**config.mk**
```make
export PLATFORM = sky130hd
export DESIGN_NAME = apb_reg_slave
export DESIGN_NICKNAME = d
export VERILOG_FILES = /design/src/rtl/apb_reg_slave.sv
export SDC_FILE = /design/constraint.sdc
export NUM_CORES = 1
export LEC_CHECK = 0
export CORE_MARGIN = 2
export CORE_UTILIZATION = 25
export CTS_BUF_LIST = sky130_fd_sc_hd__clkbuf_2 sky130_fd_sc_hd__clkbuf_4 sky130_fd_sc_hd__clkbuf_8
export DETAILED_ROUTE_END_ITERATION = 6
export HOLD_SLACK_MARGIN = 0.02
export SKIP_CTS_REPAIR_TIMING = 1
export SYNTH_ARGS = -nofsm -noshare
export SYNTH_HDL_FRONTEND = slang
export SYNTH_SLANG_ARGS = --single-unit
```
**constraint.sdc**
```tcl
create_clock -name clk -period 11.4 [get_ports clk]
set_input_delay 2.28 -clock clk [delete_from_list [all_inputs] [get_ports clk]]
set_output_delay 2.28 -clock clk [all_outputs]
set_load 0.05 [all_outputs]
```
**src/rtl/apb_reg_slave.sv**
```systemverilog
// apb_reg_slave: APB completer with a read-only ID register, NUM_REGS-1 R/W registers
// and WAIT_CYCLES wait states. Define APB_SLV_WSTRB_EN to add byte-lane write strobes.
module apb_reg_slave #(
    parameter int                    ADDR_WIDTH  = 32,
    parameter int                    DATA_WIDTH  = 32,
    parameter int                    NUM_REGS    = 8,
    parameter int                    WAIT_CYCLES = 0,
    parameter logic [DATA_WIDTH-1:0] ID_VALUE    = DATA_WIDTH'(32'hA9B0_0001)
) (
    input  logic                    clk,
    input  logic                    rstn,
    input  logic                    sel,
    input  logic                    penable,
    input  logic                    write,
    input  logic [ADDR_WIDTH-1:0]   addr,
    input  logic [DATA_WIDTH-1:0]   wdata,
`ifdef APB_SLV_WSTRB_EN
    input  logic [DATA_WIDTH/8-1:0] strb,
`endif
    output logic [DATA_WIDTH-1:0]   rdata,
    output logic                    ready,
    output logic                    slave_error
);

    localparam int IDX_W = $clog2(NUM_REGS);

    localparam logic [1:0] S_IDLE = 2'd0;
    localparam logic [1:0] S_WAIT = 2'd1;
    localparam logic [1:0] S_RESP = 2'd2;

    if (WAIT_CYCLES < 0 || WAIT_CYCLES > 15) begin : g_bad_wait
        $error("apb_reg_slave: WAIT_CYCLES must be in 0..15");
    end
    if (NUM_REGS < 2 || NUM_REGS > 256 || (NUM_REGS & (NUM_REGS - 1)) != 0) begin : g_bad_regs
        $error("apb_reg_slave: NUM_REGS must be a power of two in 2..256");
    end
    if (DATA_WIDTH % 8 != 0) begin : g_bad_width
        $error("apb_reg_slave: DATA_WIDTH must be a multiple of 8");
    end

    logic [1:0]            r_state;
    logic [3:0]            r_cnt;
    logic                  r_ready;
    logic                  r_slv_err;
    logic [DATA_WIDTH-1:0] r_rdata;
    logic [IDX_W-1:0]      r_idx;
    logic                  r_write;
    logic                  r_err;
    logic [DATA_WIDTH-1:0] r_wdata;
`ifdef APB_SLV_WSTRB_EN
    logic [DATA_WIDTH/8-1:0] r_strb;
`endif
    logic [DATA_WIDTH-1:0] r_regs [NUM_REGS];

    logic                  w_setup;
    logic [IDX_W-1:0]      w_idx;
    logic                  w_err;
    logic [DATA_WIDTH-1:0] w_rd_new;
    logic [DATA_WIDTH-1:0] w_rd_lat;

    // Anything at or above NUM_REGS*4 has a nonzero bit above the index field.
    assign w_setup  = sel & ~penable;
    assign w_idx    = addr[2 +: IDX_W];
    assign w_err    = (addr[1:0] != 2'b00) | ((addr >> (IDX_W + 2)) != '0) |
                      (write & (w_idx == '0));
    assign w_rd_new = w_err ? '0 : (w_idx == '0) ? ID_VALUE : r_regs[w_idx];
    assign w_rd_lat = r_err ? '0 : (r_idx == '0) ? ID_VALUE : r_regs[r_idx];

    always_ff @(posedge clk or posedge rstn) begin
        if (rstn) begin
            r_state   <= S_IDLE;
            r_cnt     <= '0;
            r_ready   <= 1'b0;
            r_slv_err <= 1'b0;
            r_rdata   <= '0;
            r_idx     <= '0;
            r_write   <= 1'b0;
            r_err     <= 1'b0;
            r_wdata   <= '0;
`ifdef APB_SLV_WSTRB_EN
            r_strb    <= '0;
`endif
            // NOTE: the register file is flops, not RAM, so it is cleared by reset like any other state.
            for (int i = 0; i < NUM_REGS; i++) r_regs[i] <= '0;
        end else begin
            case (r_state)
                S_IDLE: begin
                    if (w_setup) begin
                        r_idx   <= w_idx;
                        r_write <= write;
                        r_err   <= w_err;
                        r_wdata <= wdata;
`ifdef APB_SLV_WSTRB_EN
                        r_strb  <= strb;
`endif
                        if (WAIT_CYCLES == 0) begin
                            r_state   <= S_RESP;
                            r_ready   <= 1'b1;
                            r_slv_err <= w_err;
                            if (!write) r_rdata <= w_rd_new;
                        end else begin
                            r_state <= S_WAIT;
                            r_cnt   <= 4'(WAIT_CYCLES - 1);
                        end
                    end
                end
                S_WAIT: begin
                    if (!sel) begin
                        r_state <= S_IDLE;
                    end else if (r_cnt == '0) begin
                        r_state   <= S_RESP;
                        r_ready   <= 1'b1;
                        r_slv_err <= r_err;
                        if (!r_write) r_rdata <= w_rd_lat;
                    end else begin
                        r_cnt <= r_cnt - 4'd1;
                    end
                end
                S_RESP: begin
                    r_state   <= S_IDLE;
                    r_ready   <= 1'b0;
                    r_slv_err <= 1'b0;
                    // A master that drops sel/penable here abandons the write.
                    if (sel && penable && r_write && !r_err) begin
`ifdef APB_SLV_WSTRB_EN
                        for (int b = 0; b < DATA_WIDTH / 8; b++) begin
                            if (r_strb[b]) r_regs[r_idx][b*8 +: 8] <= r_wdata[b*8 +: 8];
                        end
`else
                        r_regs[r_idx] <= r_wdata;
`endif
                    end
                end
                default: r_state <= S_IDLE;
            endcase
        end
    end

    assign rdata       = r_rdata;
    assign ready       = r_ready;
    assign slave_error = r_slv_err;

endmodule
```
# Word level (Yosys, flattened, before mapping)
# Cells that the tools add are included.
[word_totals] ff_bits=333 latch_bits=0 mem_bits_rw=0 rom_bits=0 inputBits=69 out_inout_bits=34 mem_count=0
[op_classes] add_sub_neg=1 n_mul=0 div=0 order_cmp=3 n_eq_ne=8 shift=0 muxes=31 bitwise_logic=8 n_reduce_logical=19
[op_table] op="two-way mux 32 bit" n=14
[op_table] op="bitwise mux 256 bit" n=1
[op_table] op="binary-select mux 32 bit (select 3 bit)" n=2
[op_table] op="demux 32 bit (select 3 bit)" n=1
[op_table] op="one-hot mux 32 bit (2 select lines)" n=1
[op_table] op="nonzero test 32 bit" n=1
[op_table] op="!= test 2 bit, second input constant" n=5
[op_table] op="greater-or-equal comparator 4 bit, second input constant" n=2
[op_table] op="NOT 3 -> 4 bit" n=2
[op_table] op="logical NOT 3 bit" n=2
[op_table] op="two-way mux 1 bit" n=6
[op_table] op="two-way mux 2 bit" n=3
[op_table] op="one-hot mux 1 bit (3 select lines)" n=2
[op_table] op="AND reduction 2 bit" n=3
[op_table] op="AND reduction 6 bit" n=1
[op_table] op="logical AND 1 bit" n=4
[op_table] op="logical NOT 4 bit" n=1
[op_table] op="less-than comparator 4 x 1 -> 1 bit, second input constant" n=1
[op_table] op="one-hot mux 2 bit (2 select lines)" n=1
[op_table] op="AND reduction 4 bit" n=1
[op_table] op="nonzero test 2 bit" n=2
[op_table] op="subtractor 4 x 1 -> 4 bit, second input constant" n=1
[op_table] op="!= test 3 bit, second input constant" n=1
[op_table] op="AND reduction 3 bit" n=1
[op_table] op="8 further kinds" n=11

# Depth between registers and ports, before layout
[logic_depth] depth_word=10 ltp_mapped=7 mapped_depth_nobuf=4

# Worst setup path after synthesis
# No wires, ideal clock.
[synth_timing] path_type="input to register" from="input port sel" to="register r_regs[212] in the netlist's numbering" setup_ns=0.125 arrival_ns=3.582 required_ns=11.275 slack_ns=7.693 path_stages=5 path_buffers=1 path_cell_list="nand4_1 or3b_4 nor3_2 buf_4 mux2_2"
[synth_between] elab_chain_len=4
[synth_lines] item="start: declaration" line="12" source="input logic sel,"
[synth_lines] item="logical AND 1 bit (3 in a row)" line="124" source="if (sel && penable && r_write && !r_err) begin"
[synth_lines] item="AND reduction 2 bit (no line)"
[synth_lines] item="end signal: indexed assignment" line="130" source="r_regs[r_idx] <= r_wdata;"
[synth_lines] item="end: declaration" line="53" source="logic [DATA_WIDTH-1:0] r_regs [NUM_REGS];"
# No other way between the ends.
# A chain may end at the register's enable or synchronous reset.

# Final worst setup path
[layout_timing] from="input port penable" to="register r_regs[52] in the netlist's numbering"
[layout_between] elab_chain_len=4
[layout_lines] item="start: declaration" line="13" source="input logic penable,"
[layout_lines] item="logical AND 1 bit (3 in a row)" line="124"
[layout_lines] item="AND reduction 2 bit (no line)"
# No other way between the ends.

==> impl_metrics.tcl <==
set metrics [dict create \
    status "finished, final reports clean" \
    ir_worst_vdd_mv 0.07271 \
    dp_hpwl_um 19890 \
    synth_edf_count 0 \
    final_cell_mix "319 x dfrtp_1, 267 x mux2_2, 99 x clkdlybuf4s50_1" \
    ys_ff_latch 319 \
    maxSlewViolCount 0 \
    place_area_mm2 0.01573 \
    cts_made_buffers 55 \
    setup_viol 0 \
    grt_first_pass_wirelength_um 53430 \
    drtIter0Drc 400 \
    synth.area.top_cells "dfrtp_1 58%, mux2_2 22%, mux4_2 8.1%" \
    seqCellArea_mm2 0.007983 \
    clock-sinks 319 \
    multi_input_area_mm2 0.005647 \
    avgSynthCellArea_um2 14.80 \
    areaGrowthSynthToFinish_pct 22.19 \
    p_leak_nw 7.614 \
    critical_path_class "in2reg" \
    cp_max_fo 20 \
    clock_skew_ps 32.99 \
    ys.flop_type "dfrtp_1" \
    rsz0062_at_grt "no" \
    drive_gt1_share_pct 40.69 \
    fin_ws_ps 7075 \
    dieArea_mm2 0.05742 \
    grt_max_degree 111 \
    clk_latency_ps 600 \
    maxCapViolCount 0 \
    grt_pass1_vias 9047 \
    min_period_ps 4325 \
    ys_seq_area_share_pct 57.51 \
    cts_buffer_depth 3 \
    cp-end-kind "flip-flop" \
    cts.htree.levels 2 \
    ys_warn_count 0 \
    synthCells 938 \
    dp_worst_setup_slack_ps 6473 \
    synth.top_cell.area_share_pct 57.51 \
    syn-num-nets 1007 \
    tightest_slew_ps 1112 \
    coreArea_mm2 0.05499 \
    cts_root_buf "clkbuf_8" \
    max_freq_mhz 231.2 \
    die_h_um 239.6 \
    overflow 0 \
    stdcell_area_mm2 0.01696 \
    yosysTopAreaCell "dfrtp_1" \
    cts_tree "built" \
    crit_arrival_ps 4780 \
    netlist_area_mm2 0.01388 \
    ios 103 \
    port_buffers 102 \
    num_antenna_cells 0 \
    post-route-period-util_pct 37.94 \
    hold_violations 0 \
    async_flop_share_pct 100.0 \
    clk_pin_slew_ps 60 \
    die_w_um 239.6 \
    vias 8267 \
    antenna_found_initial 1 \
    min_path_type "reg2reg" \
    vias_per_cell 4.483 \
    start_kind "input port" \
    cp.required_ps 11860 \
    grt_usage_pct 11.91 \
    wl_per_cell_um 18.25 \
    drc 0 \
    ys_types 40 \
    globalplace.congestion 0.7319 \
    fill_cells 5480 \
    drtPass1Iterations 4 \
    fin_nets 1125 \
    row_count 86 \
    final_antenna_net_count 0 \
    setup_tns_ps 0 \
    start_util_pct 25.24 \
    power_density_mw_per_mm2 146.1 \
    routed_wl_um 33650 \
    mostFrequentLayoutCell "dfrtp_1" \
    max_slew_margin_pct 25.89 \
]
flip-flops by register name (all words and copies together), names as in the netlist:
| name | cells |
|---|---|
| r_regs | 248 |
| r_write | 1 |
| r_wdata | 32 |
| r_idx | 3 |
| ready | 1 |
| r_err | 1 |
| slave_error | 1 |
| rdata | 32 |
worst max-delay path, stage by stage:
cell and delay (ps):
clkdlybuf4s50_1 520, nand4_1 160, or3_1 520, nor2_4 460
buf_4 450, mux2_2 380
stage by stage:
step / std cells / util, % / total power (W) / hold slack [ps]
after floorplan: 938 / - / 0.001295 / 452.4
after global placement: 1747 / 28.60 / 0.001369 / 464.1
after detailed placement: 1747 / 28.60 / 0.001372 / 470.7
after CTS: 1844 / 30.84 / 0.002514 / 484.5
after global routing: 1844 / 30.84 / 0.002585 / 500.4
final: 1844 / 30.84 / 0.002477 / 476.8
path summary, 6_finish.rpt:
| check | start | endpoint | slack, ps | cells past startpoint |
|---|---|---|---|---|
| min in group asynchronous | rstn | r_wdata[18]$_DFFE_PP0P_ | 2220 | 2 |
| max reg2reg | ready$_DFFE_PP0P_ | r_regs[52]$_DFFE_PP0P_ | 8880 | 5 |
| min | rdata[0]$_DFFE_PP0P_ | rdata[0]$_DFFE_PP0P_ | 480 | 2 |
| min reg2reg | rdata[0]$_DFFE_PP0P_ | rdata[0]$_DFFE_PP0P_ | 480 | 2 |
| max | penable | r_regs[52]$_DFFE_PP0P_ | 7070 | 6 |
| max in group asynchronous | rstn | r_regs[152]$_DFFE_PP0P_ | 7550 | 3 |
layer usage:
metal  global-route usage (%)  wire length (um)  up-vias
li1                         -                 -     3661
met1                    15.57             15280     4370
met2                    19.37             15710      185
met3                    3.515              2153       49
met4                    2.822               498        2
met5                        0                13        -
kinds of logic (layout without fill, tap and decap cells):
family / Yosys count / count (layout) / synth area share, %
DFF: 319 / 319 / 57.51
buffers and inverters: 62 / 220 / 2.163
and+or+nand+nor: 127 / 127 / 4.246
muxes: 352 / 352 / 32.45
AOI/OAI and AO/OA: 78 / 78 / 3.624
synthesized netlist by cell type (3+ instances only):
master     number
a21o_1         22
a21oi_1         5
dfrtp_1       319
o211ai_1        4
o31ai_1         3
o2111ai_1       3
buf_2          30
o21ai_0        28
inv_1           3
mux4_2         50
o21bai_1        3
nor2_2          6
nor4_1          6
mux2i_1        18
nor2_1          4
clkbuf_1       16
buf_4           8
nand2b_1        3
o21ai_1         3
nor2b_1         3
nor3_1          5
mux2_2        267
or3_1           5
nand2_1        84
buf_1           4
mux2_1         17
area by class of cell:
class,count,area share [%]
flip-flops and latches,319,47.07
multi-input cells,557,33.30
clock buffers,91,6.832
repair buffers,119,6.714
well taps,748,5.519
clock inverters,6,0.4353
inverters,4,0.1328
power breakdown:
group | switching (W) | total (W) | internal [W]
registers | 0.0000575 | 0.00122 | 0.00116
clock network | 0.000466 | 0.00113 | 0.000663
logic | 0.0000683 | 0.000130 | 0.0000618
No activity file was read; power rests on OpenSTA's default activity.
==> patch 1 (same settings) <==
`DATA_WIDTH`: 32 -> 64.
--- a/src/rtl/apb_reg_slave.sv
+++ b/src/rtl/apb_reg_slave.sv
@@ -3,5 +3,5 @@
 module apb_reg_slave #(
     parameter int                    ADDR_WIDTH  = 32,
-    parameter int                    DATA_WIDTH  = 32,
+    parameter int                    DATA_WIDTH  = 64,
     parameter int                    NUM_REGS    = 8,
     parameter int                    WAIT_CYCLES = 0,
Ports: changed (resized rdata and wdata); port bits go from 103 to 167. The function was not compared with the original's and may differ.
==> patch 1 against the original RTL <==
Setup slack lost 1.2 ns; sequential cell count rose by 264; global-route usage rose by 1.2 points; routed wire length up 100%; register-to-register slack got worse by 0.85 ns; cell area rose by 79%; total power grew 83%; first-iteration DRC count up 130%; combinational power grew 120%; critical path depth is 1 higher; synthesized area increased by 80%; critical path type unchanged; hold slack better by 0.011 ns; count of clock-buffer cells in the layout rose by 65.
==> patch 1: results (changes against the original RTL) <==
- Share of cells above drive strength 1: 41.45% (+0.76 points)
- Reg power frac: 49.4% (+0.2 points)
- TritonCTS Buffers: 99 (+80%)
- Row count: 116 (+35%)
- Vias per Instance: 4.758 (+6.1%)
- Delay-heaviest family, CP: buffers and inverters
- H-tree depth: 3 (+1)
- Crit-path slowest cell: nor3_4
- NonClk Buf Share: 6.306% (-0.41 points)
- Hold Crit Endpoint: r_regs[433]$_DFFE_PP0P_
- Post-place instance area: 0.02811 mm² (+79%)
- Vias in the first global route: 16,800 (+86%)
- Routed WL: 67.76 mm (+100%)
- WP data arrival: 6.08 ns (+1.30 ns)
- Nets: 1,940 (+72%)
- Num sequential: 583 (+83%)
- Max incr delay on CP: 0.83 ns (+0.31 ns)
- Number of synthesized flops with an enable pin: 0 (unchanged)
- Final worst-path cycle share: 48.03% (+10 points)
- Initial DRC Count: 939 (+130%)
- Power Clock: 2.01 mW (+78%)
- Multi-input combinational area share: 32.91% (-0.38 points)
- Reg2reg path depth: 6 (+1)
- Pin count of the biggest net entering global routing: 185 (+67%)
- Worst IR drop on VDD: 0.08125 mV (+12%)
- Area of the multi-input gates: 0.009966 mm² (+76%)
- Sequential share of the synthesized area: 58.25% (+0.74 points)
- Number of port buffers: 166 (+63%)
- Status: completed
- Worst slew pin tran: 1.087 ns (-0.02503 ns)
- Fraction of area in registers: 48.18% (+1.1 points)
- Internal Power: 3.401 mW (+80%)
- Critical-path maximum fanout: 60 (+200%)
- Reg2reg setup slack: 8.03 ns (-0.85 ns)
- Hold Slack: 0.4876 ns (+0.01086 ns)
- Initial antenna violation count: 8 (+7)
- Bufs w/o clock: 194 (+63%)
- CTS max path bufs: 3 (unchanged)
- Syn_nets: 1,770 (+76%)
- # clk buffers: 156 (+71%)
- GRT Total Usage: 13.10% (+1.2 points)
- GPL Wtd Cong: 0.7366 (+0.64%)
- Post-DP HPWL: 40.45 mm (+100%)
- Synth unique cells: 35 (-13%)
- Leakage power: 14.10 nW (+85%)
- Number of detailed-route iterations in the first pass: 5 (+1)
- Seq group: 2.24 mW (+84%)
- Hold Crit Start: r_regs[433]$_DFFE_PP0P_
- First-pass GRT wire length: 103.2 mm (+93%)
- Clk_lat worst skew: 0.71 ns (+0.11 ns)
## patch 1: changes by cell type after synthesis, moves of 12 or more
cell	before	now
o21ai_0	28	0
mux2_1	17	5
mux2_2	267	573
clkbuf_1	16	54
buf_2	30	59
a221oi_1	2	58
a221o_1	0	56
mux4_2	50	0
a21o_1	22	0
mux2i_1	18	122
nor2_1	4	18
dfrtp_1	319	583
nand2_1	84	10
a32o_1	0	56
## patch 1: cells by family (layout without fill, tap and decap cells)
family	after synthesis	after routing	share of synthesized area (%)
buffers and inverters	129	373	2.303
other	0	2	0
DFF	583	583	58.25
muxes	700	700	30.87
and+or+nand+nor	53	53	1.089
AOI/OAI and AO/OA	204	204	7.489
## patch 1: routing by layer
layer / up-vias / wire, µm / global-route usage (%)
met3: 116 / 4118 / 3.044
met1: 8099 / 30110 / 17.15
met4: 2 / 1692 / 4.684
li1: 6689 / - / -
met5: - / 13 / 0
met2: 383 / 31830 / 21.12
## patch 1: how the worst max path moves through the flow
stage          startpoint               endpoint  slack [ns]
2_1_floorplan        rstn      r_err$_DFFE_PP0P_        1.17
3_3_place_gp      addr[3]  rdata[13]$_DFFE_PP0P_        5.36
3_5_place_dp      addr[3]  rdata[14]$_DFFE_PP0P_        5.27
4_1_cts           addr[3]  rdata[55]$_DFFE_PP0P_        6.04
5_1_grt           addr[3]  rdata[51]$_DFFE_PP0P_        5.79
6_report          addr[3]  rdata[55]$_DFFE_PP0P_        5.92
## patch 1: stage by stage
step           setup slack, ns  instances
4_1_cts                  6.035       3211
5_1_grt                  5.790       3212
3_3_place_gp             5.360       3036
2_1_floorplan            1.175       1669
6_report                 5.924       3213
3_5_place_dp             5.266       3036
==> patch 2 (same settings) <==
Made on the original files. Reset style: synchronous (`rstn`), changed in one clocked block.
--- a/src/rtl/apb_reg_slave.sv
+++ b/src/rtl/apb_reg_slave.sv
@@ -67,5 +67,5 @@
     assign w_rd_lat = r_err ? '0 : (r_idx == '0) ? ID_VALUE : r_regs[r_idx];
 
-    always_ff @(posedge clk or posedge rstn) begin
+    always_ff @(posedge clk) begin
         if (rstn) begin
             r_state   <= S_IDLE;
Check against the original RTL: differs if rstn is asserted again (counterexample within 4 cycles, from zero or initial values and one cycle with rstn high); with rstn held inactive, the same outputs for 4 cycles.
==> patch 2 against the original RTL <==
Clock skew up 0.0034 ns; sequential cell count unchanged; global-route usage up 0.068 points; sequential share of layout area up 7.6 points; setup slack worse by 0.25 ns; cell area down 4.4%; total power down 1.6%; routed wire length down 1.0%; synthesized cell count down 2.0%; utilization down 0.17 points; synthesized area down 3.3%; critical endpoint is now rdata[10]$_SDFFE_PP0P_; largest cell class unchanged; largest power group unchanged.
==> patch 2: results (changes against the original RTL) <==
- Status: completed
- Number of flip-flops in the largest register: 248 (unchanged)
- Post-place instance area: 0.01517 mm² (-3.5%)
- Syn_nets: 988 (-1.9%)
- Ys async rst share: 0% (-100 points)
- Switching share of power: 21.99% (-1.9 points)
- Fillers: 5,185 (-5.4%)
- Routed WL: 33.31 mm (-1.0%)
- Nets: 1,095 (-2.7%)
- Commonest cells in the netlist: and2_1, edfxtp_1, dfxtp_1, nand2_1, mux4_2
- Compound-Gate Fraction of Synth Area: 4.166% (+0.54 points)
- Sequential share of the synthesized area: 66.05% (+8.5 points)
- Worst slew pin tran: 1.222 ns (+0.1105 ns)
- Largest cells by area after synthesis: edfxtp_1, and2_1, dfxtp_1, mux4_2, mux2i_1
- Critical-path maximum fanout: 39 (+95%)
- Number of detailed-route iterations in the first pass: 5 (+1)
- Share of cells above drive strength 1: 17.00% (-24 points)
- Initial DRC Count: 449 (+12%)
- Crit-path slowest cell: or3_1
- Final non-filler cell total: 1,754 (-4.9%)
- Vias in the first global route: 8,066 (-11%)
- Fmax: 0.2188 GHz (-5.4%)
- GRT Total Usage: 11.98% (+0.068 points)
- WP data arrival: 5.06 ns (+0.28 ns)
- GPL Wtd Cong: 0.7056 (-3.6%)
- Reg power frac: 53.5% (+4.3 points)
- Via count: 7,733 (-6.5%)
- Synth unique cells: 30 (-25%)
- Pre-CTS setup slack: 6.239 ns (-0.2333 ns)
- Combinational Power Share: 5.6% (+0.3 points)
- Max incr delay on CP: 0.58 ns (+0.06 ns)
- TritonCTS Buffers: 51 (-7.3%)
- Clk_skew: 0.03638 ns (+0.003393 ns)
- Number of synthesized flops with an enable pin: 248 (+248)
- First-pass GRT wire length: 50.38 mm (-5.7%)
-- patch 2: per-layer routing --
metal  track usage [%]  vias to the layer above  wire [µm]
li1                  -                     3586          -
met5                 0                        -          0
met4             3.088                        0        534
met3             2.357                       48       1740
met1             16.13                     3881      15120
met2             19.74                      218      15920
-- patch 2: cell families (layout without fill, tap and decap cells) --
logic type,count (synthesis),in the layout
multiplexers,96,96
flip-flops,319,319
AND/OR/NAND/NOR,363,363
AO/OA/AOI/OAI,79,79
other,0,1
buffers and inverters,62,208
-- patch 2: worst register-to-register path: cells and delay by family, from the launching register on --
family	cells	cell delay (ns)
flip-flops	1	0.43
AND/OR/NAND/NOR	4	1.52
buffers and inverters	1	0.37
-- patch 2: final timing paths --
check	from	to	slack (ns)	cells past startpoint
hold / removal	rdata[8]$_SDFFE_PP0P_	rdata[8]$_SDFFE_PP0P_	0.46	1
setup / recovery	sel	rdata[10]$_SDFFE_PP0P_	6.83	7
setup reg to reg	ready$_SDFFE_PP0P_	r_regs[2][5]$_SDFFCE_PN0P_	8.68	5
hold reg to reg	rdata[8]$_SDFFE_PP0P_	rdata[8]$_SDFFE_PP0P_	0.46	1
-- patch 2: cell type report --
| cell class | instances | area [µm²] | share of cell area [%] |
|---|---|---|---|
| multi-input cells | 538 | 4337 | 26.75 |
| flip-flops and latches | 319 | 8869 | 54.70 |
| well taps | 688 | 860.8 | 5.309 |
| diodes | 1 | 2.502 | 0.01543 |
| clock buffers | 82 | 953.4 | 5.881 |
| repair buffers | 115 | 1101 | 6.791 |
| inverters | 1 | 3.754 | 0.02315 |
| clock inverters | 10 | 86.33 | 0.5325 |
